--- src/rtl/memory_game_ctrl.sv ---
// memory_game_ctrl: 4x4 memory-card game controller.
// Ports: clk, reset (sync, active-high); btn_up/down/left/right/sel
// one-cycle pulses; cursor (slot), face_up/matched (16 slot masks),
// pairs_found, moves (saturating), game_done, state (debug).
module memory_game_ctrl #(
   parameter int unsigned HOLD_CYCLES = 25_000_000,
   parameter logic [63:0] LAYOUT      = 64'h7654_3210_7654_3210
) (
   input  logic        clk,
   input  logic        reset,
   input  logic        btn_up,
   input  logic        btn_down,
   input  logic        btn_left,
   input  logic        btn_right,
   input  logic        btn_sel,
   output logic [3:0]  cursor,
   output logic [15:0] face_up,
   output logic [15:0] matched,
   output logic [3:0]  pairs_found,
   output logic [7:0]  moves,
   output logic        game_done,
   output logic [2:0]  state
);

   typedef enum logic [2:0] {
      IDLE    = 3'd0,
      ONE_UP  = 3'd1,
      COMPARE = 3'd2,
      HOLD    = 3'd3,
      DONE    = 3'd4
   } state_t;

   localparam logic [24:0] HOLD_LOAD = 25'(HOLD_CYCLES - 1);

   state_t      state_q, state_d;
   logic [3:0]  cursor_q, cursor_d;
   logic [15:0] face_q, face_d;
   logic [15:0] match_q, match_d;
   logic [3:0]  pairs_q, pairs_d;
   logic [7:0]  moves_q, moves_d;
   logic        done_q, done_d;
   logic [3:0]  first_q, first_d;
   logic [3:0]  second_q, second_d;
   logic [24:0] hold_q, hold_d;

   logic [1:0]  row, col;
   logic [3:0]  id_first, id_second;
   logic        sel_ok;

   assign row       = cursor_q[3:2];
   assign col       = cursor_q[1:0];
   assign id_first  = LAYOUT[{first_q, 2'b00} +: 4];
   assign id_second = LAYOUT[{second_q, 2'b00} +: 4];
   // a face-up slot is either the pending first card or matched
   assign sel_ok    = btn_sel && !face_q[cursor_q];

   always_ff @(posedge clk) begin
      if (reset) begin
         state_q  <= IDLE;
         cursor_q <= 4'd0;
         face_q   <= 16'd0;
         match_q  <= 16'd0;
         pairs_q  <= 4'd0;
         moves_q  <= 8'd0;
         done_q   <= 1'b0;
         first_q  <= 4'd0;
         second_q <= 4'd0;
         hold_q   <= 25'd0;
      end else begin
         state_q  <= state_d;
         cursor_q <= cursor_d;
         face_q   <= face_d;
         match_q  <= match_d;
         pairs_q  <= pairs_d;
         moves_q  <= moves_d;
         done_q   <= done_d;
         first_q  <= first_d;
         second_q <= second_d;
         hold_q   <= hold_d;
      end
   end

   always_comb begin
      state_d  = state_q;
      cursor_d = cursor_q;
      face_d   = face_q;
      match_d  = match_q;
      pairs_d  = pairs_q;
      moves_d  = moves_q;
      done_d   = done_q;
      first_d  = first_q;
      second_d = second_q;
      hold_d   = hold_q;

      // only one move per cycle: up > down > left > right
      if (state_q != DONE) begin
         if (btn_up)
            cursor_d = {row - 2'd1, col};
         else if (btn_down)
            cursor_d = {row + 2'd1, col};
         else if (btn_left)
            cursor_d = {row, col - 2'd1};
         else if (btn_right)
            cursor_d = {row, col + 2'd1};
      end

      case (state_q)
         IDLE: begin
            if (sel_ok) begin
               first_d          = cursor_q;
               face_d[cursor_q] = 1'b1;
               state_d          = ONE_UP;
            end
         end
         ONE_UP: begin
            if (sel_ok) begin
               second_d         = cursor_q;
               face_d[cursor_q] = 1'b1;
               state_d          = COMPARE;
            end
         end
         COMPARE: begin
            if (moves_q != 8'hFF)
               moves_d = moves_q + 8'd1;
            if (id_first == id_second) begin
               match_d[first_q]  = 1'b1;
               match_d[second_q] = 1'b1;
               pairs_d           = pairs_q + 4'd1;
               if (pairs_q == 4'd7) begin
                  state_d = DONE;
                  done_d  = 1'b1;
               end else begin
                  state_d = IDLE;
               end
            end else begin
               hold_d  = HOLD_LOAD;
               state_d = HOLD;
            end
         end
         HOLD: begin
            if (hold_q == 25'd0) begin
               face_d[first_q]  = 1'b0;
               face_d[second_q] = 1'b0;
               state_d          = IDLE;
            end else begin
               hold_d = hold_q - 25'd1;
            end
         end
         DONE: begin
            // restart keeps the cursor where the player left it
            if (btn_sel) begin
               state_d  = IDLE;
               face_d   = 16'd0;
               match_d  = 16'd0;
               pairs_d  = 4'd0;
               moves_d  = 8'd0;
               done_d   = 1'b0;
               first_d  = 4'd0;
               second_d = 4'd0;
               hold_d   = 25'd0;
            end
         end
         default: state_d = IDLE;
      endcase
   end

   assign cursor      = cursor_q;
   assign face_up     = face_q;
   assign matched     = match_q;
   assign pairs_found = pairs_q;
   assign moves       = moves_q;
   assign game_done   = done_q;
   assign state       = state_q;

endmodule

--- config.mk ---
export PLATFORM = sky130hd
export DESIGN_NAME = memory_game_ctrl
export DESIGN_NICKNAME = d
export VERILOG_FILES = /design/src/rtl/memory_game_ctrl.sv
export SDC_FILE = /design/constraint.sdc
export NUM_CORES = 1
export LEC_CHECK = 0
export CAP_MARGIN = 20
export CORE_MARGIN = 2
export CORE_UTILIZATION = 27
export DETAILED_ROUTE_END_ITERATION = 10
export PLACE_DENSITY = 0.47
export SYNTH_ARGS = -nofsm -noshare
export SYNTH_HDL_FRONTEND = slang
export SYNTH_SLANG_ARGS = --single-unit
--- constraint.sdc ---
create_clock -name clk -period 2.95 [get_ports clk]
set_clock_uncertainty 0.1 [all_clocks]
set_input_delay 0.4425 -clock clk [delete_from_list [all_inputs] [get_ports clk]]
set_output_delay 0.4425 -clock clk [all_outputs]
set_load 0.05 [all_outputs]
==> flow_metrics.py, run 1 <==
metrics = {
    "flow_run": {
        "max-cap-violations": 0,
    },
    "clocking": {
        "clk_path_buf_depth": 2,
        "cts_max_level": 3,
        "cts_resized": 0,
        "cts_hold_buf": 0,
        "clk_latency_ps": 360,
        "cts_made_buffers": 9,
        "cts-root-buf": "clkbuf_16",
        "clkTransAtPathRegs_ps": 70,
        "post_cts.repair.setup_buffers": 0,
        "numClockSinks": 85,
        "cts_tree": "built",
    },
    "synthesis": {
        "synth-seq-cells": 85,
        "mappedNetlistNets": 578,
        "synth_edf_count": 0,
        "synth-async-reset-ratio_pct": 0,
        "ys_seq_area_share_pct": 36.0,
        "synth_cell_types": 68,
        "synthFlopType": "dfxtp_1",
        "syn_area_um2": 4730,
        "avgSynthCellArea_um2": 8.41,
        "syn_inst": 563,
        "synth_warnings": 0,
    },
    "pwr": {
        "switching_power_mw": 0.990,
        "power_frac_seq_pct": 40.3,
        "pwr-share-comb_pct": 21.8,
        "power.density_nw_per_um2": 520,
        "p_int_mw": 2.08,
        "p_clk_share_pct": 37.9,
        "ir_drop_uv": 244,
        "total_power_mw": 3.07,
        "swShare_pct": 32.2,
        "p_leak_nw": 2.03,
    },
    "final_layout": {
        "design_area_um2": 5900,
        "diodes": 0,
        "area_delta_synth_final_pct": 24.7,
        "ff_latch_area_um2": 1700,
        "drive_gt1_share_pct": 11.2,
        "fin_nets": 636,
        "finish.utilization_pct": 34.2,
        "multi_input_area_um2": 2780,
        "num-fill-cells": 1750,
    },
    "min_path": {
        "hold_path.class": "register to register",
        "min_path_cells": 2,
    },
    "drt": {
        "routed_wirelength_mm": 15.8,
        "drc_errors": 0,
        "drtPass1Iterations": 5,
        "vias": 4662,
        "drtIter0Drc": 309,
        "wl_per_cell_um": 18.6,
        "avgViaCountPerCell": 5.48,
        "drtAntennaViolNets": 0,
    },
    "sta": {
        "period_minus_slack_ps": 2650,
        "fin_hold_ws_ps": 349,
        "finalSetupTns_ps": 0,
        "fmax_mhz": 377,
        "finalCritPeriodShare_pct": 89.8,
        "relSlewSlack_pct": 46.3,
        "slew_viol_final": 0,
        "rsz0062_at_grt": "no",
        "hold_viol": 0,
        "setup_viol": 0,
        "worst_pin_slew_ps": 806,
    },
    "setup_path": {
        "crit_path_start_kind": "register",
        "path_max_fanout": 8,
        "slowest_delay_ps": 600,
        "critical_path_class": "register to register",
        "arrival_ps": 2830,
        "path_cells": "or4_4 > nor4_4 > a31oi_1 > nor4bb_1 > mux2i_1",
        "slowest_stage": "or4_4",
        "end_kind": "register",
        "crit_required_ps": 3130,
        "r2r_cells": 5,
    },
    "floorplanning": {
        "core-area_um2": 17200,
        "dieHeight_um": 136,
        "initial_core_util_pct": 27.5,
        "ios": 59,
        "rows": 48,
        "die_area_um2": 18600,
        "die_w_um": 136,
    },
    "placed_design": {
        "portBuffers": 58,
        "place_area_um2": 5600,
        "gp_congestion": 0.866,
        "dpl.hpwl_mm": 11.5,
    },
    "global_route": {
        "grt-ovfl-total": 0,
        "antenna_found_initial": 0,
        "grt_pass1_wl_mm": 25.3,
        "grt_pass1_vias": 4668,
        "grt_use_total_pct": 17.4,
        "grt_max_degree": 33,
    },
    "outcome": {
        "status": "complete, no violations",
    },
}
-- flip-flops by register name, summed over array words and instances, names as in the netlist --
signal	cells
cursor	4
face_up	16
first_q	4
game_done	1
hold_q	25
matched	16
moves	8
pairs_found	4
second_q	4
state	3
-- metal layers --
layer,global-route usage (%),share of wire [%],vias up
met4,8.51,3.0,0
met5,0,0,-
met1,21.4,45,2280
met2,29.8,49,111
li1,-,-,2242
met3,2.54,3.1,29
-- synthesized netlist by cell type, drive strengths merged (4+ instances only) --
cell     instances  area (um2)
dfxtp           85        1700
nor2            57         214
nand2           51         191
a21oi           47         235
clkbuf          30         156
mux2i           22         220
a211oi          17         128
nand2b          17         109
nand3           16        80.1
nor3            15        80.1
a31oi           14        87.6
a41oi           12         113
o21ai           12        60.1
o32ai           11        96.3
or2             11        68.8
inv             10        37.5
o22ai           10        62.6
buf              9        60.1
or4              9        78.8
xnor2            9        78.8
ha               8         100
a2111oi          7        61.3
a22oi            7        52.6
nand4            6        37.5
nor4             5        46.3
o21a             5        37.5
a221oi           4        41.3
a32o             4        40.0
nor2b            4        25.0
o32a             4        40.0
or3              4        25.0
xor2             4        35.0
-- power groups by stage --
stage               Sequential [mW]  Combinational, mW  Clock, mW
finish                         1.24              0.670       1.16
global route                   1.24              0.729       1.24
detailed placement             1.26              0.662          0
floorplan                      1.31              0.402          0
CTS                            1.24              0.665       1.20
global placement               1.26              0.661          0
-- cell usage in the layout, fill, tap and decap left out, types with 11 or more instances in the layout --
master / n
o32ai_1: 11
o21ai_0: 11
a21oi_1: 47
a31oi_1: 14
nand2b_1: 16
nor3_1: 14
a41oi_1: 11
nand3_1: 16
mux2i_1: 22
a211oi_1: 17
nor2_1: 57
clkdlybuf4s50_1: 58
dfxtp_1: 85
buf_4: 27
nand2_1: 51
or2_2: 11
-- logic make-up after synthesis --
logic type,count (synthesis),synth area share [%]
multiplexers,22,4.65
AO/OA/AOI/OAI,173,26.1
flip-flops,85,36.0
AND/OR/NAND/NOR,213,23.4
buffers and inverters,49,5.37
XOR/XNOR,13,2.41
adder cells (fa/ha/maj),8,2.11
-- stage by stage --
step / setup WS, ps / instances
detailed placement: 341 / 835
CTS: 318 / 851
finish: 301 / 851
global route: 112 / 851
global placement: 343 / 835
floorplan: 262 / 563
-- area by class of cell --
cell class	count	area share, %
Inverter	10	0.636
Multi-Input combinational cell	429	47.1
Clock inverter	6	1.21
Sequential cell	85	28.8
Tap cell	225	4.77
Timing Repair Buffer	86	13.6
Clock buffer	10	3.88
-- path summary, 6_finish.rpt --
kind	from	endpoint	slack [ps]
worst max-delay path	hold_q[9]	face_up[15]	300
worst min-delay path	game_done	game_done	350
worst max register to register	hold_q[9]	face_up[15]	300
worst min register to register	game_done	game_done	350
-- worst max-delay path, delay by kind of cell, from the launching register on --
family / cells / cell delay, ps
muxes: 1 / 220
DFF: 1 / 360
AOI/OAI and AO/OA: 1 / 360
and+or+nand+nor: 3 / 1540
Note: power is estimated with default switching activity, not from simulation.
==> run 2: changes to the inputs <==
--- a/config.mk
+++ b/config.mk
@@ -7,9 +7,9 @@
 export LEC_CHECK = 0
 export CAP_MARGIN = 20
 export CORE_MARGIN = 2
-export CORE_UTILIZATION = 27
+export CORE_UTILIZATION = 40
 export DETAILED_ROUTE_END_ITERATION = 10
-export PLACE_DENSITY = 0.47
+export PLACE_DENSITY = 0.63
 export SYNTH_ARGS = -nofsm -noshare
 export SYNTH_HDL_FRONTEND = slang
 export SYNTH_SLANG_ARGS = --single-unit
==> run 2 against run 1 <==
Compared with the run above:
- first-iteration DRC count increased by 4.9%
- global-route usage is 5.0 points higher
- register-to-register slack worse by 30 ps
- critical endpoint is now face_up[2]
==> flow_metrics.py, run 2 (synthesis results as in run 1) <==
metrics = {
    "floorplanning": {
        "core-area_um2": 11500,
        "ios": 59,
        "dieHeight_um": 113,
        "die_w_um": 113,
        "initial_core_util_pct": 41.3,
        "rows": 39,
        "die_area_um2": 12700,
    },
    "setup_path": {
        "crit_path_start_kind": "register",
        "path_cells": "or4_4 > nor4_4 > a31oi_1 > nor2_1 > a211oi_1",
        "slowest_delay_ps": 610,
        "crit_family": "simple AND/OR/NAND/NOR gates",
        "reg2reg_setup_slack_ps": 270,
        "worstReg2RegStart": "hold_q[9]",
        "end_kind": "register",
        "r2r_end": "face_up[2]",
        "critical_path_class": "register to register",
        "r2r_cells": 5,
        "arrival_ps": 2770,
        "crit_required_ps": 3030,
        "path_max_fanout": 11,
        "cp_num_buf_inv": 0,
        "slowest_stage": "nor2_1",
    },
    "drt": {
        "routed_wirelength_mm": 13.9,
        "drtAntennaViolNets": 0,
        "drtPass1Iterations": 5,
        "drc_errors": 0,
        "avgViaCountPerCell": 5.92,
        "wl_per_cell_um": 18.2,
        "drtIter0Drc": 324,
        "vias": 4516,
    },
    "clocking": {
        "clk_latency_ps": 350,
        "cts-root-buf": "clkbuf_16",
        "numClockSinks": 85,
        "clkTransAtPathRegs_ps": 60,
        "cts_made_buffers": 9,
        "cts_resized": 0,
        "clk_path_buf_depth": 2,
        "post_cts.repair.setup_buffers": 0,
        "cts_tree": "built",
        "cts_max_level": 3,
        "cts_hold_buf": 0,
    },
    "global_route": {
        "grt_max_degree": 38,
        "antenna_found_initial": 0,
        "grt-ovfl-total": 0,
        "met2_usage_pct": 35.8,
        "grt_pass1_wl_mm": 23.0,
        "grt_use_total_pct": 22.4,
        "busiest_layer": "met2",
        "grt_pass1_vias": 4386,
        "grt_use_met3_pct": 3.48,
        "groute.layer.met1.usage_pct": 30.2,
    },
    "final_layout": {
        "final_cells": 763,
        "drive_gt1_share_pct": 10.0,
        "fin_nets": 630,
        "largest_reg_flops": 25,
        "area_delta_synth_final_pct": 20.5,
        "regMostFlops": "hold_q",
        "finish.utilization_pct": 49.7,
        "final_cell_mix": "dfxtp_1, clkdlybuf4s50_1, nor2_1",
        "layout_commonest_cell": "dfxtp_1",
        "diodes": 0,
    },
    "sta": {
        "fmax_mhz": 373,
        "hold_viol": 0,
        "finalCritPeriodShare_pct": 91.0,
        "worst_pin_slew_ps": 763,
        "rsz0062_at_grt": "no",
        "period_minus_slack_ps": 2680,
        "setup_viol": 0,
        "finalSetupTns_ps": 0,
        "slew_viol_final": 0,
        "relSlewSlack_pct": 48.5,
        "fin_hold_ws_ps": 358,
    },
    "min_path": {
        "whs_endpoint": "game_done",
        "hold_path.class": "register to register",
        "min_from": "game_done",
        "min_path_cells": 2,
    },
    "pwr": {
        "power.density_nw_per_um2": 512,
        "p_leak_nw": 1.97,
        "ir_drop_uv": 250,
        "total_power_mw": 2.92,
    },
    "placed_design": {
        "gp_congestion": 0.898,
        "portBuffers": 58,
        "dpl.hpwl_mm": 10.2,
        "placed_cells": 747,
    },
    "flow_run": {
        "max-cap-violations": 0,
    },
    "outcome": {
        "status": "complete, no violations",
    },
}
## run 2: cell type report
class                   instances  area [um2]
clock buffers                  12         236
inverters                      10        37.5
fillers                      1110        5760
flip-flops and latches         85        1700
clock inverters                 4        25.0
well taps                     143         179
multi-input cells             429        2780
repair buffers                 80         746
## run 2: worst max-delay path by stage
stage / end / slack, ps / startpoint / cells after the start
after floorplan: second_q[0] / 260 / cursor[1] / 7
after global placement: second_q[3] / 290 / cursor[1] / 5
after detailed placement: face_up[2] / 290 / hold_q[9] / 5
after CTS: face_up[2] / 280 / hold_q[9] / 5
after global routing: face_up[2] / 60 / hold_q[9] / 5
final: face_up[2] / 270 / hold_q[9] / 5
## run 2: power breakdown
| part | total [mW] | switching [mW] | internal (mW) |
|---|---|---|---|
| Clock | 1.04 | 0.470 | 0.569 |
| Sequential | 1.26 | 0.0722 | 1.19 |
| Combinational | 0.623 | 0.398 | 0.225 |
| Total | 2.92 | 0.940 | 1.98 |
## run 2: through the flow
stage | setup slack (ps) | instance area [um2]
2_1_floorplan | 262 | 4730
3_3_place_gp | 294 | 5440
3_5_place_dp | 289 | 5440
4_1_cts | 275 | 5700
5_1_grt | 61.7 | 5700
6_report | 267 | 5700
## run 2: metal layers
layer | vias to the layer above | wire length (um) | share of wire (%)
li1 | 2236 | - | -
met1 | 2129 | 6520 | 47
met2 | 127 | 6480 | 47
met3 | 24 | 594 | 4.3
met4 | 0 | 308 | 2.2
met5 | - | 0 | 0
## run 2: worst register-to-register path, cell delays in order, from the launching register on
cell	delay (ps)
dfxtp_1	360
or4_4	610
nor4_4	470
a31oi_1	210
nor2_1	610
a211oi_1	160
==> run 3: changes to the inputs <==
==> constraint.sdc (replaced) <==
create_clock -name clk -period 3.21 [get_ports clk]
set_clock_uncertainty 0.1 [all_clocks]
set_input_delay 0.4815 -clock clk [delete_from_list [all_inputs] [get_ports clk]]
set_output_delay 0.4815 -clock clk [all_outputs]
set_load 0.05 [all_outputs]
==> run 3 against run 2 <==
Compared with the run above:
- clock-buffer cell count fell by 1
- first-iteration DRC count rose by 21%
- worst hold slack got worse by 5.4 ps
- largest cell class unchanged
- utilization rose by 0.26 points
- critical path type is now register to primary output
- clock power barely moved
- cell area rose by 0.53%
==> flow_metrics.py, run 3 (synthesis results as in run 1) <==
metrics = {
    "pwr": {
        "power.density_nw_per_um2": 485,
        "total_power_mw": 2.78,
        "ir_drop_uv": 313,
        "p_leak_nw": 1.99,
    },
    "sta": {
        "finalCritPeriodShare_pct": 88.6,
        "worst_pin_slew_ps": 922,
        "finalSetupTns_ps": 0,
        "setup_viol": 0,
        "fmax_mhz": 352,
        "period_minus_slack_ps": 2840,
        "layout_setup_ws_ps": 367,
        "fin_hold_ws_ps": 353,
        "relSlewSlack_pct": 38.3,
        "slew_viol_final": 0,
        "rsz0062_at_grt": "no",
        "hold_viol": 0,
    },
    "final_layout": {
        "multi_input_area_um2": 2780,
        "final_cells": 763,
        "diodes": 0,
        "ff_latch_area_um2": 1700,
        "largest_reg_flops": 25,
        "fin_nets": 630,
        "layout_commonest_cell": "dfxtp_1",
        "final_cell_mix": "dfxtp_1, clkdlybuf4s50_1, nor2_1",
        "drive_gt1_share_pct": 10.2,
        "design_area_um2": 5730,
        "regMostFlops": "hold_q",
        "num-fill-cells": 1118,
        "area_delta_synth_final_pct": 21.1,
        "finish.utilization_pct": 50.0,
    },
    "setup_path": {
        "path_cells": "buf_4 > clkdlybuf4s50_1",
        "cp_num_buf_inv": 2,
        "critical_path_class": "register to primary output",
        "crit_required_ps": 2630,
        "end_kind": "primary output",
        "reg2reg_setup_slack_ps": 460,
        "crit_family": "buffers and inverters",
        "crit_path_start_kind": "register",
        "slowest_delay_ps": 820,
        "slowest_stage": "clkdlybuf4s50_1",
        "arrival_ps": 2260,
        "path_max_fanout": 18,
    },
    "clocking": {
        "clk_path_buf_depth": 2,
        "cts_tree": "built",
        "cts_made_buffers": 9,
        "cts_resized": 0,
        "clk_latency_ps": 350,
        "cts_max_level": 3,
        "cts-root-buf": "clkbuf_16",
        "post_cts.repair.setup_buffers": 0,
        "clkTransAtPathRegs_ps": 60,
        "numClockSinks": 85,
        "cts_hold_buf": 0,
    },
    "min_path": {
        "hold_path.class": "register to register",
    },
    "drt": {
        "drc_errors": 0,
        "vias": 4599,
        "avgViaCountPerCell": 6.03,
        "drtIter0Drc": 392,
        "routed_wirelength_mm": 13.9,
        "drtPass1Iterations": 5,
        "wl_per_cell_um": 18.2,
        "drtAntennaViolNets": 0,
    },
    "placed_design": {
        "placed_cells": 747,
        "place_area_um2": 5440,
        "portBuffers": 58,
        "dpl.hpwl_mm": 9.94,
        "gp_congestion": 0.953,
        "preCtsSetupSlack_ps": 514,
    },
    "global_route": {
        "grt_pass1_wl_mm": 22.5,
        "antenna_found_initial": 0,
        "grt_pass1_vias": 4256,
        "grt_max_degree": 39,
        "grt_use_total_pct": 21.9,
        "grt-ovfl-total": 0,
    },
    "floorplanning": {
        "die_w_um": 113,
        "die_area_um2": 12700,
        "ios": 59,
        "dieHeight_um": 113,
        "initial_core_util_pct": 41.3,
        "core-area_um2": 11500,
        "rows": 39,
    },
    "flow_run": {
        "max-cap-violations": 0,
    },
    "outcome": {
        "status": "complete, no violations",
    },
}
## run 3: final timing paths
kind                                start     endpoint  cells past startpoint
worst min-delay path            game_done    game_done                      2
worst max register to register  cursor[1]  second_q[1]                      5
worst max-delay path             state[0]     state[0]                      2
worst min register to register  game_done    game_done                      2
## run 3: report_power, final
group / switching, mW / leakage (nW) / internal [mW]
clock network: 0.436 / 0.136 / 0.605
registers: 0.0759 / 0.687 / 1.09
logic: 0.361 / 1.16 / 0.211
total: 0.873 / 1.99 / 1.91
## run 3: worst reg2reg max path, stage by stage, from the launching register on
cell     delay, ps
dfxtp_1        790
mux2i_1        280
a22oi_1        160
a21oi_1        660
nand3_1        400
mux2i_1        280
## run 3: final cells by class
type                            instances  share of cell area (%)
Inverter                               10                   0.655
Tap cell                              143                    3.12
Sequential cell                        85                    29.7
Timing Repair Buffer                   80                    13.0
Clock buffer                           11                    4.06
Clock inverter                          5                    1.03
Multi-Input combinational cell        429                    48.5
## run 3: per-layer routing
layer,vias to the layer above,wire length [um],track usage (%)
met5,-,0,0
met3,26,735,4.93
li1,2228,-,-
met2,152,6300,33.9
met1,2193,6610,30.6
met4,0,246,6.83
